[config.mk]
export PLATFORM = sky130hd
export DESIGN_NAME = serial_subtractor_flat
export DESIGN_NICKNAME = d
export VERILOG_FILES = /design/src/rtl/serial_subtractor_if.sv /design/src/rtl/serial_subtractor.sv /design/src/flat_wrapper.sv
export SDC_FILE = /design/constraint.sdc
export NUM_CORES = 1
export LEC_CHECK = 0
export BUFFER_PORTS_ARGS = -buffer_cell sky130_fd_sc_hd__buf_2
export CORE_MARGIN = 3
export CORE_UTILIZATION = 40
export DETAILED_ROUTE_END_ITERATION = 12
export PLACE_DENSITY = 0.64
export SKIP_CTS_REPAIR_TIMING = 1
export SYNTH_ARGS = -nofsm -noshare
export SYNTH_HDL_FRONTEND = slang
export SYNTH_SLANG_ARGS = --single-unit
[constraint.sdc]
create_clock -name clk -period 3.15 [get_ports clk]
set_input_delay 0.63 -clock clk [delete_from_list [all_inputs] [get_ports clk]]
set_output_delay 0.63 -clock clk [all_outputs]
set_load 0.02 [all_outputs]
[src/rtl/serial_subtractor_if.sv]
// Operand/result handshake bundle for the bit-serial subtractor.
interface serial_subtractor_if #(
    parameter int unsigned WIDTH = 3
);
    logic             in_valid;
    logic             in_ready;
    logic [WIDTH-1:0] a;
    logic [WIDTH-1:0] b;
    logic             out_valid;
    logic             out_ready;
    logic [WIDTH-1:0] diff;
    logic             borrow;
    logic             overflow;

    modport master (
        output in_valid, a, b, out_ready,
        input  in_ready, out_valid, diff, borrow, overflow
    );

    modport slave (
        input  in_valid, a, b, out_ready,
        output in_ready, out_valid, diff, borrow, overflow
    );
endinterface

[src/rtl/serial_subtractor.sv]
// Bit-serial a - b, LSB first, one full-subtractor cell and a registered borrow.
// Results are held in output registers until the next operation completes.
module serial_subtractor #(
    parameter int unsigned WIDTH = 3
) (
    input logic                clk,
    input logic                rst,
    serial_subtractor_if.slave bus
);
    localparam int unsigned CW = $clog2(WIDTH + 1);

    typedef enum logic [1:0] {StIdle, StShift, StDone} state_e;

    state_e           state_q, state_d;
    logic [WIDTH-1:0] sa_q, sa_d, sb_q, sb_d;
    logic [WIDTH-1:0] res_q, res_d, diff_q, diff_d;
    logic [CW-1:0]    cnt_q, cnt_d;
    logic             br_q, br_d;
    logic             borrow_q, borrow_d;
    logic             ovf_q, ovf_d;
    logic             a_msb_q, a_msb_d, b_msb_q, b_msb_d;

    logic             d_bit, br_next;
    logic [WIDTH-1:0] res_shift;

    always_comb begin
        d_bit     = sa_q[0] ^ sb_q[0] ^ br_q;
        br_next   = (~sa_q[0] & sb_q[0]) | (~(sa_q[0] ^ sb_q[0]) & br_q);
        res_shift = {d_bit, res_q[WIDTH-1:1]};

        state_d  = state_q;
        sa_d     = sa_q;
        sb_d     = sb_q;
        res_d    = res_q;
        diff_d   = diff_q;
        cnt_d    = cnt_q;
        br_d     = br_q;
        borrow_d = borrow_q;
        ovf_d    = ovf_q;
        a_msb_d  = a_msb_q;
        b_msb_d  = b_msb_q;

        case (state_q)
            StIdle: begin
                if (bus.in_valid) begin
                    sa_d    = bus.a;
                    sb_d    = bus.b;
                    a_msb_d = bus.a[WIDTH-1];
                    b_msb_d = bus.b[WIDTH-1];
                    br_d    = 1'b0;
                    cnt_d   = '0;
                    state_d = StShift;
                end
            end
            StShift: begin
                sa_d  = sa_q >> 1;
                sb_d  = sb_q >> 1;
                res_d = res_shift;
                br_d  = br_next;
                cnt_d = cnt_q + 1'b1;
                // Last bit: publish the result; earlier edges leave the outputs alone.
                if (cnt_q == CW'(WIDTH - 1)) begin
                    diff_d   = res_shift;
                    borrow_d = br_next;
                    ovf_d    = (a_msb_q ^ b_msb_q) & (res_shift[WIDTH-1] ^ a_msb_q);
                    state_d  = StDone;
                end
            end
            StDone: begin
                if (bus.out_ready) begin
                    state_d = StIdle;
                end
            end
            default: state_d = StIdle;
        endcase
    end

    always_ff @(posedge clk) begin
        if (rst) begin
            state_q  <= StIdle;
            sa_q     <= '0;
            sb_q     <= '0;
            res_q    <= '0;
            diff_q   <= '0;
            cnt_q    <= '0;
            br_q     <= 1'b0;
            borrow_q <= 1'b0;
            ovf_q    <= 1'b0;
            a_msb_q  <= 1'b0;
            b_msb_q  <= 1'b0;
        end else begin
            state_q  <= state_d;
            sa_q     <= sa_d;
            sb_q     <= sb_d;
            res_q    <= res_d;
            diff_q   <= diff_d;
            cnt_q    <= cnt_d;
            br_q     <= br_d;
            borrow_q <= borrow_d;
            ovf_q    <= ovf_d;
            a_msb_q  <= a_msb_d;
            b_msb_q  <= b_msb_d;
        end
    end

    assign bus.in_ready  = (state_q == StIdle) & ~rst;
    assign bus.out_valid = (state_q == StDone);
    assign bus.diff      = diff_q;
    assign bus.borrow    = borrow_q;
    assign bus.overflow  = ovf_q;
endmodule

[src/flat_wrapper.sv]
// flat-port wrapper written by rule: the top's interface ports become plain ports
module serial_subtractor_flat 
#(
    parameter int unsigned WIDTH = 3
)
  (clk, rst, bus_in_valid, bus_a, bus_b, bus_out_ready, bus_in_ready, bus_out_valid, bus_diff, bus_borrow, bus_overflow);
  serial_subtractor_if #(.WIDTH(WIDTH)) bus_i ();
  input logic clk;
  input logic rst;
  input wire logic [$bits(bus_i.in_valid)-1:0] bus_in_valid;
  input wire logic [$bits(bus_i.a)-1:0] bus_a;
  input wire logic [$bits(bus_i.b)-1:0] bus_b;
  input wire logic [$bits(bus_i.out_ready)-1:0] bus_out_ready;
  output wire logic [$bits(bus_i.in_ready)-1:0] bus_in_ready;
  output wire logic [$bits(bus_i.out_valid)-1:0] bus_out_valid;
  output wire logic [$bits(bus_i.diff)-1:0] bus_diff;
  output wire logic [$bits(bus_i.borrow)-1:0] bus_borrow;
  output wire logic [$bits(bus_i.overflow)-1:0] bus_overflow;
  assign bus_i.in_valid = bus_in_valid;
  assign bus_i.a = bus_a;
  assign bus_i.b = bus_b;
  assign bus_i.out_ready = bus_out_ready;
  assign bus_in_ready = bus_i.in_ready;
  assign bus_out_valid = bus_i.out_valid;
  assign bus_diff = bus_i.diff;
  assign bus_borrow = bus_i.borrow;
  assign bus_overflow = bus_i.overflow;
  serial_subtractor #(.WIDTH(WIDTH)) u_core (.clk(clk), .rst(rst), .bus(bus_i));
endmodule
# Word level (Yosys, flattened, before mapping)
# Index checks and enable logic that the tools add are counted.
# totals
out_inout_bits	7
ff_bits	21
# classes
add_sub_neg	1
eq_ne	6
reduce_logical	6
bitwise_logic	12
n_mux	12
# ops
operator	count
$pmux 3 s2	2
$mux 2	4
$mux 3	2
$pmux 2 s3	1
$reduce_and 2->1	3
$and 1x1->1	4
$eq 2x2->1 const B	2
$ne 2x2->1 const B	2
$pmux 2 s2	1
$xor 1x1->1	4
$not 1->1	3
$reduce_and 3->1	1
$add 2x1->2 const B	1
$eq 2x1->1 const B	1
$logic_not 2->1	1
$ne 2x1->1 const B	1
$pmux 1 s2	1
$reduce_bool 2->1	1
$mux 1	1
$or 1x1->1	1

# Longest topological paths before layout
# Gate-level depths: netlist of the first run.
# logic_depth
depth_word	5
mapped_depth	6
depth_no_buf	5

# Least setup slack after synthesis of the first run
# No wires, ideal clock.
# synth_path
path_type	in2out
start	input port rst
end	output port bus_in_ready
stages	2
t_arrival_ps	1277
n_path_buf	1
slack_ps	1243
t_required_ps	2520
path_cell_list	clkbuf_1 nor3_1
# synth_between
elab_chain_len	2
# synth_rtl
element	line	source
start: declaration	flat_wrapper.sv:9	input logic rst;
$not 1->1	serial_subtractor.sv:106	assign bus.in_ready = (state_q == StIdle) & ~rst;
$and 1x1->1	serial_subtractor.sv:106	
end: declaration	flat_wrapper.sv:14	output wire logic [$bits(bus_i.in_ready)-1:0] bus_in_ready;
# No other way between the ends.

# Worst setup path after layout of the first run
# layout_path
start	register u_core.state_q[0]
end	output port bus_out_valid
# layout_between
elab_chain_len	1
# layout_rtl
element	line	source
start: declaration	serial_subtractor.sv:14	state_e state_q, state_d;
start signal: assignment	serial_subtractor.sv:80	state_q <= StIdle;
start signal: assignment	serial_subtractor.sv:92	state_q <= state_d;
$eq 2x2->1	serial_subtractor.sv:107	assign bus.out_valid = (state_q == StDone);
end: declaration	flat_wrapper.sv:15	output wire logic [$bits(bus_i.out_valid)-1:0] bus_out_valid;
# No other way between the ends.

==> flow_summary_export.csv, run 1 <==
group,metric,value,unit
logic_synthesis,synth_edf_count,0,
sta,min_period,1.945,ns
sta,tightest_slew,0.5874,ns
power,p_leak,0.4113,nW
cells_and_area,synthToLayoutAreaGrowth,13.89,%
sta,fin_ws,1.205,ns
detailed_routing,wirelength,1598,um
setup_path,rr_worst_depth,3,
die,initial_core_util,42.75,%
sta,fmax,0.5142,GHz
grt,grt_pass1_vias,604,
power,ir_drop,0.0002208,V
setup_path,critPathCaptureType,"primary output",
grt,grt_pass1_wl,2663,um
power,p_per_area,499.8,nW/um^2
detailed_routing,postRouteAntennaNets,0,
cells_and_area,nNetsFinal,115,
sta,setup_viol,0,
detailed_routing,viasPerCell,4.984,
cells_and_area,stdcell_count,129,
grt,grt_max_degree,22,
detailed_routing,via_count,643,
die,dieArea,2731,sq um
logic_synthesis,syn-num-nets,99,
logic_synthesis,synth_most_common_cell,"dfxtp_1",
clock_tree,clk_pin_slew_worst_paths,0.11,ns
status,status,"complete, no violations",
cells_and_area,n_fill_cell,200,
placement,gp_congestion,0.6929,
hold_path,min_path_cells,2,
die,die_h,52.26,um
sta,rsz0062_at_grt,"no",
placement,hpwl,1187,um
clock_tree,cts-buffers-inserted,3,
power,total_power,487.1,uW
logic_synthesis,synth_common_cells,"20 x dfxtp_1, 15 x nor2_1, 8 x mux2i_1, 7 x a211oi_1, 6 x nand2_1",
placement,port_buffers,16,
cells_and_area,drive_above_1_share,24.51,%
die,die_x,52.26,um
detailed_routing,first_pass_iters,4,
logic_synthesis,synthCells,87,
hold_path,holdPathEnd,"u_core.bus.diff[1]$_SDFFE_PP0P_",
logic_synthesis,yosysSeqAreaShare,46.78,%
logic_synthesis,synthFlopType,"dfxtp_1",
setup_path,crit_required,2.52,ns
setup_path,timing.rr.start,"u_core.state_q[0]$_SDFFE_PP0P_",
setup_path,cp_max_fo,13,
sta,fin_tns_setup,0,ns
clock_tree,cts_tree,"done",
clock_tree,cts_root_buf,"clkbuf_4",
detailed_routing,wl_per_cell,12.39,um
cells_and_area,antenna_cells,0,
logic_synthesis,yosysWarnings,0,
placement,dpl.cell_count,125,
logic_synthesis,syn_area_per_cell,9.837,sq um
logic_synthesis,synth_top_area_share,46.78,%
setup_path,r2r_setup_slack,1.68,ns
logic_synthesis,synth_area_leaders,"dfxtp_1 47%, mux2i_1 9.4%, nor2_1 6.6%",
sta,hold_viol,0,
grt,grt_overflow,0,
grt,antenna_found_initial,0,
logic_synthesis,synth_top_area_cell,"dfxtp_1",
clock_tree,cts_num_sinks,20,
sta,maxSlewHeadroom,60.78,%
setup_path,arrival,1.31,ns
sta,skew,0.003172,ns
die,pin_count,17,
sta,slew_violations,0,
clock_tree,htreeDepth,1,
logic_synthesis,ys_types,26,
placement,post-place-ws,1.306,ns
logic_synthesis,ys_ff_latch,20,
die,coreArea,2002,sq um
clock_tree,clk_path_buf_depth,2,
logic_synthesis,syn-cell-area,855.8,sq um
detailed_routing,drtIter0Drc,13,
hold_path,hp-class,"reg -> reg",
setup_path,r2r_end,"u_core.sa_q[1]$_SDFFE_PP0P_",
flow_run,max_cap_violations,0,
die,rows,16,
hold_path,hold_start,"u_core.bus.diff[1]$_SDFFE_PP0P_",
clock_tree,clock_latency,0.30,ns
setup_path,start_kind,"flop",
setup_path,critical_path_class,"reg -> out",
grt,grt_usage,13.57,%
sta,fin_crit_sh,61.74,%
logic_synthesis,synth-async-reset-ratio,0,%
detailed_routing,drc,0,
## worst max-delay path by stage
stage                                         from             to  cells after the start
floorplan                                      rst   bus_in_ready                      2
global placement                               rst   bus_in_ready                      3
detailed placement                             rst   bus_in_ready                      3
CTS                 u_core.state_q[0]$_SDFFE_PP0P_  bus_out_valid                      2
global route        u_core.state_q[0]$_SDFFE_PP0P_  bus_out_valid                      2
finish              u_core.state_q[0]$_SDFFE_PP0P_  bus_out_valid                      2
## per-layer routing
metal,global-route usage (%),vias to the layer above,share of wire [%]
li1,-,329,-
met1,17.28,291,47
met2,20.50,17,45
met3,2.849,6,5.0
met4,8.936,0,2.4
met5,0,-,0
## state kept, by name (all words and copies together), names as in the netlist
register             cells
u_core.br_q              1
u_core.bus.diff          3
u_core.b_msb_q           1
u_core.a_msb_q           1
u_core.res_q             2
u_core.state_q           2
u_core.bus.overflow      1
u_core.cnt_q             2
u_core.sa_q              3
u_core.bus.borrow        1
u_core.sb_q              3
## final cells by class
| type | instances | area, sq um | share of cell area [%] |
|---|---|---|---|
| Timing Repair Buffer | 16 | 80.08 | 8.216 |
| Clock buffer | 4 | 36.28 | 3.723 |
| Multi-Input combinational cell | 59 | 412.9 | 42.36 |
| Sequential cell | 20 | 400.4 | 41.08 |
| Inverter | 3 | 11.26 | 1.155 |
| Tap cell | 27 | 33.78 | 3.466 |
## worst max-delay path, cell delays in order, from the launching register on
cell and delay, ns:
dfxtp_1 0.71, nor2b_1 0.12, buf_2 0.19
## logic make-up (layout without fill, tap and decap cells)
family	Yosys count	after routing	synth area share [%]
AOI/OAI and AO/OA	18	18	15.35
buffers and inverters	8	23	4.971
and+or+nand+nor	30	30	17.98
DFF	20	20	46.78
muxes	9	9	11.11
adders and majority gates	2	2	3.801
## through the flow
stage	cell area, sq um	util [%]	hold WS (ns)
after floorplan	855.8	-	0.4316
after global placement	938.4	46.88	0.4466
after detailed placement	938.4	46.88	0.4447
after CTS	974.7	48.69	0.4603
after global routing	974.7	48.69	0.5017
final	974.7	48.69	0.4600
## placed cells by master, fill, tap and decap left out
master and n:
mux2_4 1, nand2_1 6, fa_1 1, buf_2 16, o21bai_2 1, nand2b_2 1, nor3b_4 1, a21oi_1 5
a2bb2oi_1 2, nor2_1 15, inv_1 3, mux2i_1 8, clkbuf_8 1, nand3b_1 2, nor2b_1 1, clkbuf_4 3
a22oi_1 2, o21ba_1 1, nand2b_1 1, nor2_2 1, dfxtp_1 20, nor3_1 1, and3b_1 1, ha_1 1
a211oi_1 7
## power by group
group / internal, mW / switching [mW]
registers: 0.266 / 0.0123
clock network: 0.0705 / 0.0752
logic: 0.0310 / 0.0323
total: 0.367 / 0.120
Power figures use the tool's default switching activity.
==> run 2, diff against run 1 <==
- ABC_AREA: unset -> 1
- clock period: 3.15 -> 1.9 ns (I/O delays scaled with it)
==> run 2 against run 1 <==
Register-to-register slack worse by 1.1 ns. Critical path depth is 2 higher. Flip-flop and latch count stayed put. Clock skew is 0.0043 ns higher. Clock-buffer cell count stayed put. Via count is 18% higher. Synthesized cell count is 40% higher. Utilization is 1.9 points higher. Final cell count is 30% higher. Critical path type unchanged.
==> flow_summary_export.csv, run 2 <==
group,metric,value,unit
cells_and_area,stdcell_count,168,
logic_synthesis,synth-async-reset-ratio,0,%
hold_path,hold_start,"bus_out_ready",
clock_tree,cts_root_buf,"clkbuf_4",
grt,grt_pass1_vias,701,
power,power_frac_seq,55.3,%
power,combPwrFrac,15.1,%
sta,fin_tns_setup,0,ns
hold_path,hp-class,"in -> reg",
hold_path,min_path_cells,4,
die,pin_count,17,
logic_synthesis,syn_area_per_cell,7.128,sq um
cells_and_area,multi_input_area,387.9,sq um
setup_path,start_kind,"flop",
cells_and_area,regArea,400.4,sq um
setup_path,rr_worst_depth,6,
logic_synthesis,synth_most_common_cell,"nand2_1",
detailed_routing,drc,0,
sta,min_period,1.471,ns
die,die_x,52.63,um
detailed_routing,viasPerCell,4.506,
flow_run,max_cap_violations,0,
detailed_routing,via_count,757,
sta,setup_viol,0,
die,initial_core_util,43.44,%
logic_synthesis,ys_ff_latch,20,
setup_path,cp_top_family,"flip-flops",
placement,gp_congestion,0.7412,
logic_synthesis,yosysWarnings,0,
sta,fin_crit_sh,77.45,%
grt,grt_max_degree,14,
die,die_h,52.63,um
hold_path,holdPathEnd,"u_core.state_q[1]$_SDFFE_PP0P_",
sta,slew_violations,0,
power,power_frac_clock,29.7,%
clock_tree,clk_pin_slew_worst_paths,0.11,ns
setup_path,crit_chain,"inv_1 > nand2_1 > nor2_1 > buf_2",
grt,grt_usage,14.45,%
logic_synthesis,syn-num-nets,134,
sta,maxSlewHeadroom,65.32,%
cells_and_area,synthToLayoutAreaGrowth,16.40,%
sta,hold_viol,0,
grt,grt_overflow,0,
setup_path,crit_required,1.52,ns
detailed_routing,postRouteAntennaNets,0,
logic_synthesis,yosysSeqAreaShare,46.04,%
clock_tree,clk_path_buf_depth,2,
cells_and_area,n_fill_cell,215,
die,dieArea,2769,sq um
logic_synthesis,synth_top_area_share,46.04,%
sta,tightest_slew,0.5201,ns
power,p_int,606.0,uW
setup_path,critPathCaptureType,"primary output",
detailed_routing,first_pass_iters,4,
clock_tree,clock_latency,0.30,ns
logic_synthesis,synth_area_leaders,"dfxtp_1 46%, nand2_1 17%, a21oi_1 7.5%",
detailed_routing,wirelength,1727,um
setup_path,cp_num_buf_inv,2,
setup_path,r2r_end,"u_core.bus.overflow$_SDFFE_PP0P_",
logic_synthesis,ys_types,19,
clock_tree,cts-buffers-inserted,3,
logic_synthesis,synthCells,122,
cells_and_area,final_common_cell,"nand2_1",
setup_path,r2r_setup_slack,0.54,ns
logic_synthesis,synth_common_cells,"39 x nand2_1, 20 x dfxtp_1, 16 x nor2_1, 15 x inv_1, 13 x a21oi_1",
detailed_routing,wl_per_cell,10.28,um
placement,hpwl,1252,um
grt,grt_pass1_wl,2918,um
logic_synthesis,synthFlopType,"dfxtp_1",
power,ir_drop,0.0005236,V
status,status,"complete, no violations",
placement,port_buffers,16,
clock_tree,cts_tree,"done",
cells_and_area,antenna_cells,0,
setup_path,timing.rr.start,"u_core.sb_q[0]$_SDFFE_PP0P_",
clock_tree,htreeDepth,1,
setup_path,slowest_delay,0.45,ns
sta,fmax,0.6796,GHz
setup_path,critical_path_class,"reg -> out",
sta,skew,0.007485,ns
setup_path,slowest_stage,"dfxtp_1",
placement,dpl.cell_count,164,
cells_and_area,mostFrequentLayoutCells,"39 x nand2_1, 20 x dfxtp_1, 16 x nor2_1, 16 x buf_2, 15 x inv_1",
cells_and_area,nNetsFinal,154,
detailed_routing,drtIter0Drc,9,
cells_and_area,drive_above_1_share,19.15,%
clock_tree,cts_num_sinks,20,
power,p_leak,0.4759,nW
power,p_sw_share,26.86,%
setup_path,arrival,1.09,ns
die,rows,16,
logic_synthesis,synth_top_area_cell,"dfxtp_1",
power,p_per_area,818.4,nW/um^2
setup_path,cp_max_fo,4,
sta,rsz0062_at_grt,"no",
power,p_switching,222.5,uW
logic_synthesis,syn-cell-area,869.6,sq um
die,coreArea,2002,sq um
grt,antenna_found_initial,0,
logic_synthesis,synth_edf_count,0,
==> run 2: cell count changes in the layout (fill, tap and decap cells not counted), sizes merged, moves of 7 or more <==
cell / previous run / this run
a211oi: 7 / 0
inv: 3 / 17
mux2i: 8 / 0
nand2: 6 / 41
a21oi: 5 / 13
o21ai: 0 / 7
==> run 2: layout make-up <==
| type | instances | area share, % |
|---|---|---|
| repair buffers | 17 | 8.653 |
| inverters | 17 | 6.551 |
| flip-flops and latches | 20 | 39.56 |
| multi-input cells | 83 | 38.32 |
| clock buffers | 4 | 3.585 |
| well taps | 27 | 3.337 |
==> run 2: worst min-delay path, cell delays in order <==
cell and delay [ns]:
buf_2 0.07, inv_1 0.03, nand2_1 0.06, a21oi_1 0.05
==> run 2: through the flow <==
stage / utilization [%] / instance area [sq um] / total power [mW] / setup slack [ns] / hold WS (ns)
finish: 50.56 / 1012 / 0.8284 / 0.4285 / 0.3372
global route: 50.56 / 1012 / 0.8734 / 0.3349 / 0.3426
CTS: 50.56 / 1012 / 0.8365 / 0.4212 / 0.3228
detailed placement: 48.75 / 975.9 / 0.5915 / 0.6009 / 0.4568
global placement: 48.75 / 975.9 / 0.5885 / 0.6311 / 0.4488
floorplan: - / 869.6 / 0.5595 / 0.6505 / 0.4374
==> run 2: power groups by stage <==
| stage | Combinational, mW | Clock, mW | Sequential [mW] |
|---|---|---|---|
| 6_report | 0.125 | 0.246 | 0.458 |
| 5_1_grt | 0.144 | 0.268 | 0.461 |
| 4_1_cts | 0.125 | 0.253 | 0.458 |
| 3_5_place_dp | 0.124 | 0 | 0.467 |
| 3_3_place_gp | 0.122 | 0 | 0.467 |
| 2_1_floorplan | 0.0949 | 0 | 0.465 |
==> run 2: cells by family (layout without fill, tap and decap cells) <==
| logic type | count (synthesis) | after routing | synth area share [%] |
|---|---|---|---|
| AOI/OAI and AO/OA | 20 | 20 | 11.94 |
| buffers and inverters | 19 | 38 | 9.352 |
| adders and majority gates | 2 | 2 | 3.741 |
| DFF | 20 | 20 | 46.04 |
| and+or+nand+nor | 61 | 61 | 28.92 |
==> run 2: worst max-delay path by stage <==
stage          depth (start not counted)                           start                                to
2_1_floorplan                          2                             rst                      bus_in_ready
3_3_place_gp                           6     u_core.sb_q[0]$_SDFFE_PP0P_  u_core.bus.overflow$_SDFFE_PP0P_
3_5_place_dp                           6     u_core.sb_q[0]$_SDFFE_PP0P_  u_core.bus.overflow$_SDFFE_PP0P_
4_1_cts                                4  u_core.state_q[0]$_SDFFE_PP0P_                      bus_in_ready
5_1_grt                                4  u_core.state_q[0]$_SDFFE_PP0P_                      bus_in_ready
6_report                               4  u_core.state_q[0]$_SDFFE_PP0P_                      bus_in_ready
==> run 2: metal layers <==
layer	wire length, um	vias up	GRT usage (%)
li1	-	412	-
met1	872	333	17.50
met2	769	10	23.97
met3	75	2	3.419
met4	10	0	6.383
met5	0	-	0
==> run 3, diff against run 2 <==
- PLACE_DENSITY: 0.64 -> 0.66
- clock period: 1.9 -> 1.3 ns (I/O delays scaled with it)
==> run 3 against run 2 <==
The flow now finishes with violations (setup timing). Via count increased by 1.5%. Clock skew is 0.0010 ns lower. Design area grew 4.9%. Global-route usage increased by 0.55 points. Critical path depth is 2 higher. Sequential share of layout area decreased by 1.4 points. Clock power is 110% higher. Utilization grew 2.5 points. Critical endpoint is now u_core.bus.overflow$_SDFFE_PP0P_.
==> flow_summary_export.csv, run 3 (synthesis results as in run 2) <==
group,metric,value,unit
hold_path,min_path_cells,3,
placement,dpl.cell_count,165,
setup_path,critical_path_class,"reg -> reg",
power,total_power,1.371,mW
power,p_per_area,1290,nW/um^2
sta,fin_ws,-0.03946,ns
sta,maxSlewHeadroom,84.75,%
power,power_frac_seq,48.9,%
hold_path,holdPathEnd,"u_core.b_msb_q$_SDFFE_PP0P_",
clock_tree,cts_tree,"done",
sta,fin_tns_setup,-0.03946,ns
cells_and_area,stdcell_count,170,
placement,hpwl,1317,um
power,combPwrFrac,13.8,%
placement,post_dp_cell_area,983.4,sq um
cells_and_area,nNetsFinal,156,
grt,grt_pass1_vias,704,
cells_and_area,final_common_cell,"nand2_1",
power,p_int,1.032,mW
clock_tree,cts-buffers-inserted,3,
sta,tightest_slew,0.2284,ns
power,ir_drop,0.0006445,V
detailed_routing,wirelength,1779,um
detailed_routing,viasPerCell,4.518,
detailed_routing,drt-met1-wl,907,um
placement,gp_congestion,0.7450,
setup_path,cp_max_fo,3,
placement,port_buffers,16,
setup_path,r2r_end,"u_core.bus.overflow$_SDFFE_PP0P_",
detailed_routing,drtIter0Drc,9,
setup_path,rr_worst_depth,6,
clock_tree,cts_root_buf,"clkbuf_4",
clock_tree,htreeDepth,1,
sta,fmax,0.7466,GHz
sta,hold_viol,0,
clock_tree,clk_path_buf_depth,2,
setup_path,arrival,1.59,ns
die,initial_core_util,43.44,%
cells_and_area,multi_input_area,396.6,sq um
detailed_routing,via_count,768,
sta,min_period,1.339,ns
detailed_routing,postRouteAntennaNets,0,
die,rows,16,
detailed_routing,wl_per_cell,10.46,um
die,die_h,52.63,um
setup_path,start_kind,"flop",
power,p_switching,338.8,uW
cells_and_area,synthToLayoutAreaGrowth,22.16,%
die,coreArea,2002,sq um
status,status,"complete, but fails checks",
cells_and_area,final_util,53.06,%
setup_path,r2r_setup_slack,-0.04,ns
sta,slew_violations,0,
cells_and_area,drive_above_1_share,24.48,%
die,pin_count,17,
cells_and_area,n_fill_cell,212,
detailed_routing,first_pass_iters,4,
sta,rsz0062_at_grt,"yes",
die,die_x,52.63,um
grt,grt_pass1_wl,3056,um
power,power_frac_clock,37.3,%
sta,setup_viol,1,
hold_path,hold_start,"bus_b[2]",
cells_and_area,mostFrequentLayoutCells,"39 x nand2_1, 18 x dfxtp_1, 16 x nor2_1",
detailed_routing,wl_met3,91,um
power,p_leak,0.4936,nW
detailed_routing,highest_layer,"met4",
detailed_routing,drc,0,
flow_run,max_cap_violations,0,
grt,grt_max_degree,14,
cells_and_area,final_area,1062,sq um
clock_tree,cts_num_sinks,20,
setup_path,crit_required,1.55,ns
die,dieArea,2769,sq um
cells_and_area,regArea,405.4,sq um
detailed_routing,met2WireLength,758,um
sta,fin_crit_sh,103.0,%
clock_tree,clk_pin_slew_worst_paths,0.12,ns
cells_and_area,antenna_cells,0,
setup_path,critPathCaptureType,"flop",
sta,skew,0.006459,ns
setup_path,timing.rr.start,"u_core.br_q$_SDFFE_PP0P_",
grt,antenna_found_initial,0,
hold_path,hp-class,"in -> reg",
power,p_sw_share,24.71,%
grt,grt_usage,15.00,%
status,violations,"setup timing",
grt,grt_overflow,0,
setup_path,crit_start,"u_core.br_q$_SDFFE_PP0P_",
clock_tree,clock_latency,0.30,ns
==> run 3: cell type report <==
class                      count  area share (%)
multi-input combinational     83           37.34
clock inverter                 1           2.827
inverter                      17           6.243
sequential                    20           38.16
tap                           27           3.180
timing repair buffer          19           10.13
clock buffer                   3           2.120
==> run 3: worst max-delay path: stages (launching register included) <==
cell	delay, ns
dfxtp_2	0.36
inv_2	0.04
fa_1	0.56
inv_1	0.06
nand2_1	0.07
nand3_2	0.07
a21oi_2	0.13
==> run 3: worst max path at each step <==
stage | to | slack (ns) | cells past startpoint
after global placement | u_core.bus.overflow$_SDFFE_PP0P_ | 0.02 | 6
after CTS | bus_in_ready | -0.05 | 4
after floorplan | u_core.bus.overflow$_SDFFE_PP0P_ | 0.06 | 6
after detailed placement | u_core.bus.overflow$_SDFFE_PP0P_ | -0.004 | 6
final | u_core.bus.overflow$_SDFFE_PP0P_ | -0.04 | 6
after global routing | u_core.bus.overflow$_SDFFE_PP0P_ | -0.11 | 6
==> run 3: per-layer routing <==
layer / GRT usage (%) / up-vias
met3: 2.564 / 4
met2: 22.52 / 16
met1: 20.35 / 334
met4: 7.660 / 0
li1: - / 414
met5: 0 / -
==> run 3: stage by stage <==
step	hold WS (ns)	setup slack, ns
2_1_floorplan	0.3291	0.05658
3_3_place_gp	0.4484	0.01808
3_5_place_dp	0.4540	-0.003647
4_1_cts	0.2203	-0.04952
5_1_grt	0.2272	-0.1096
6_report	0.2182	-0.03946
==> run 3: power by group through the flow <==
stage	Combinational, mW	Sequential (mW)	Clock [mW]
2_1_floorplan	0.139	0.679	0
3_3_place_gp	0.182	0.682	0
3_5_place_dp	0.185	0.683	0
4_1_cts	0.186	0.670	0.514
5_1_grt	0.218	0.675	0.541
6_report	0.189	0.671	0.511
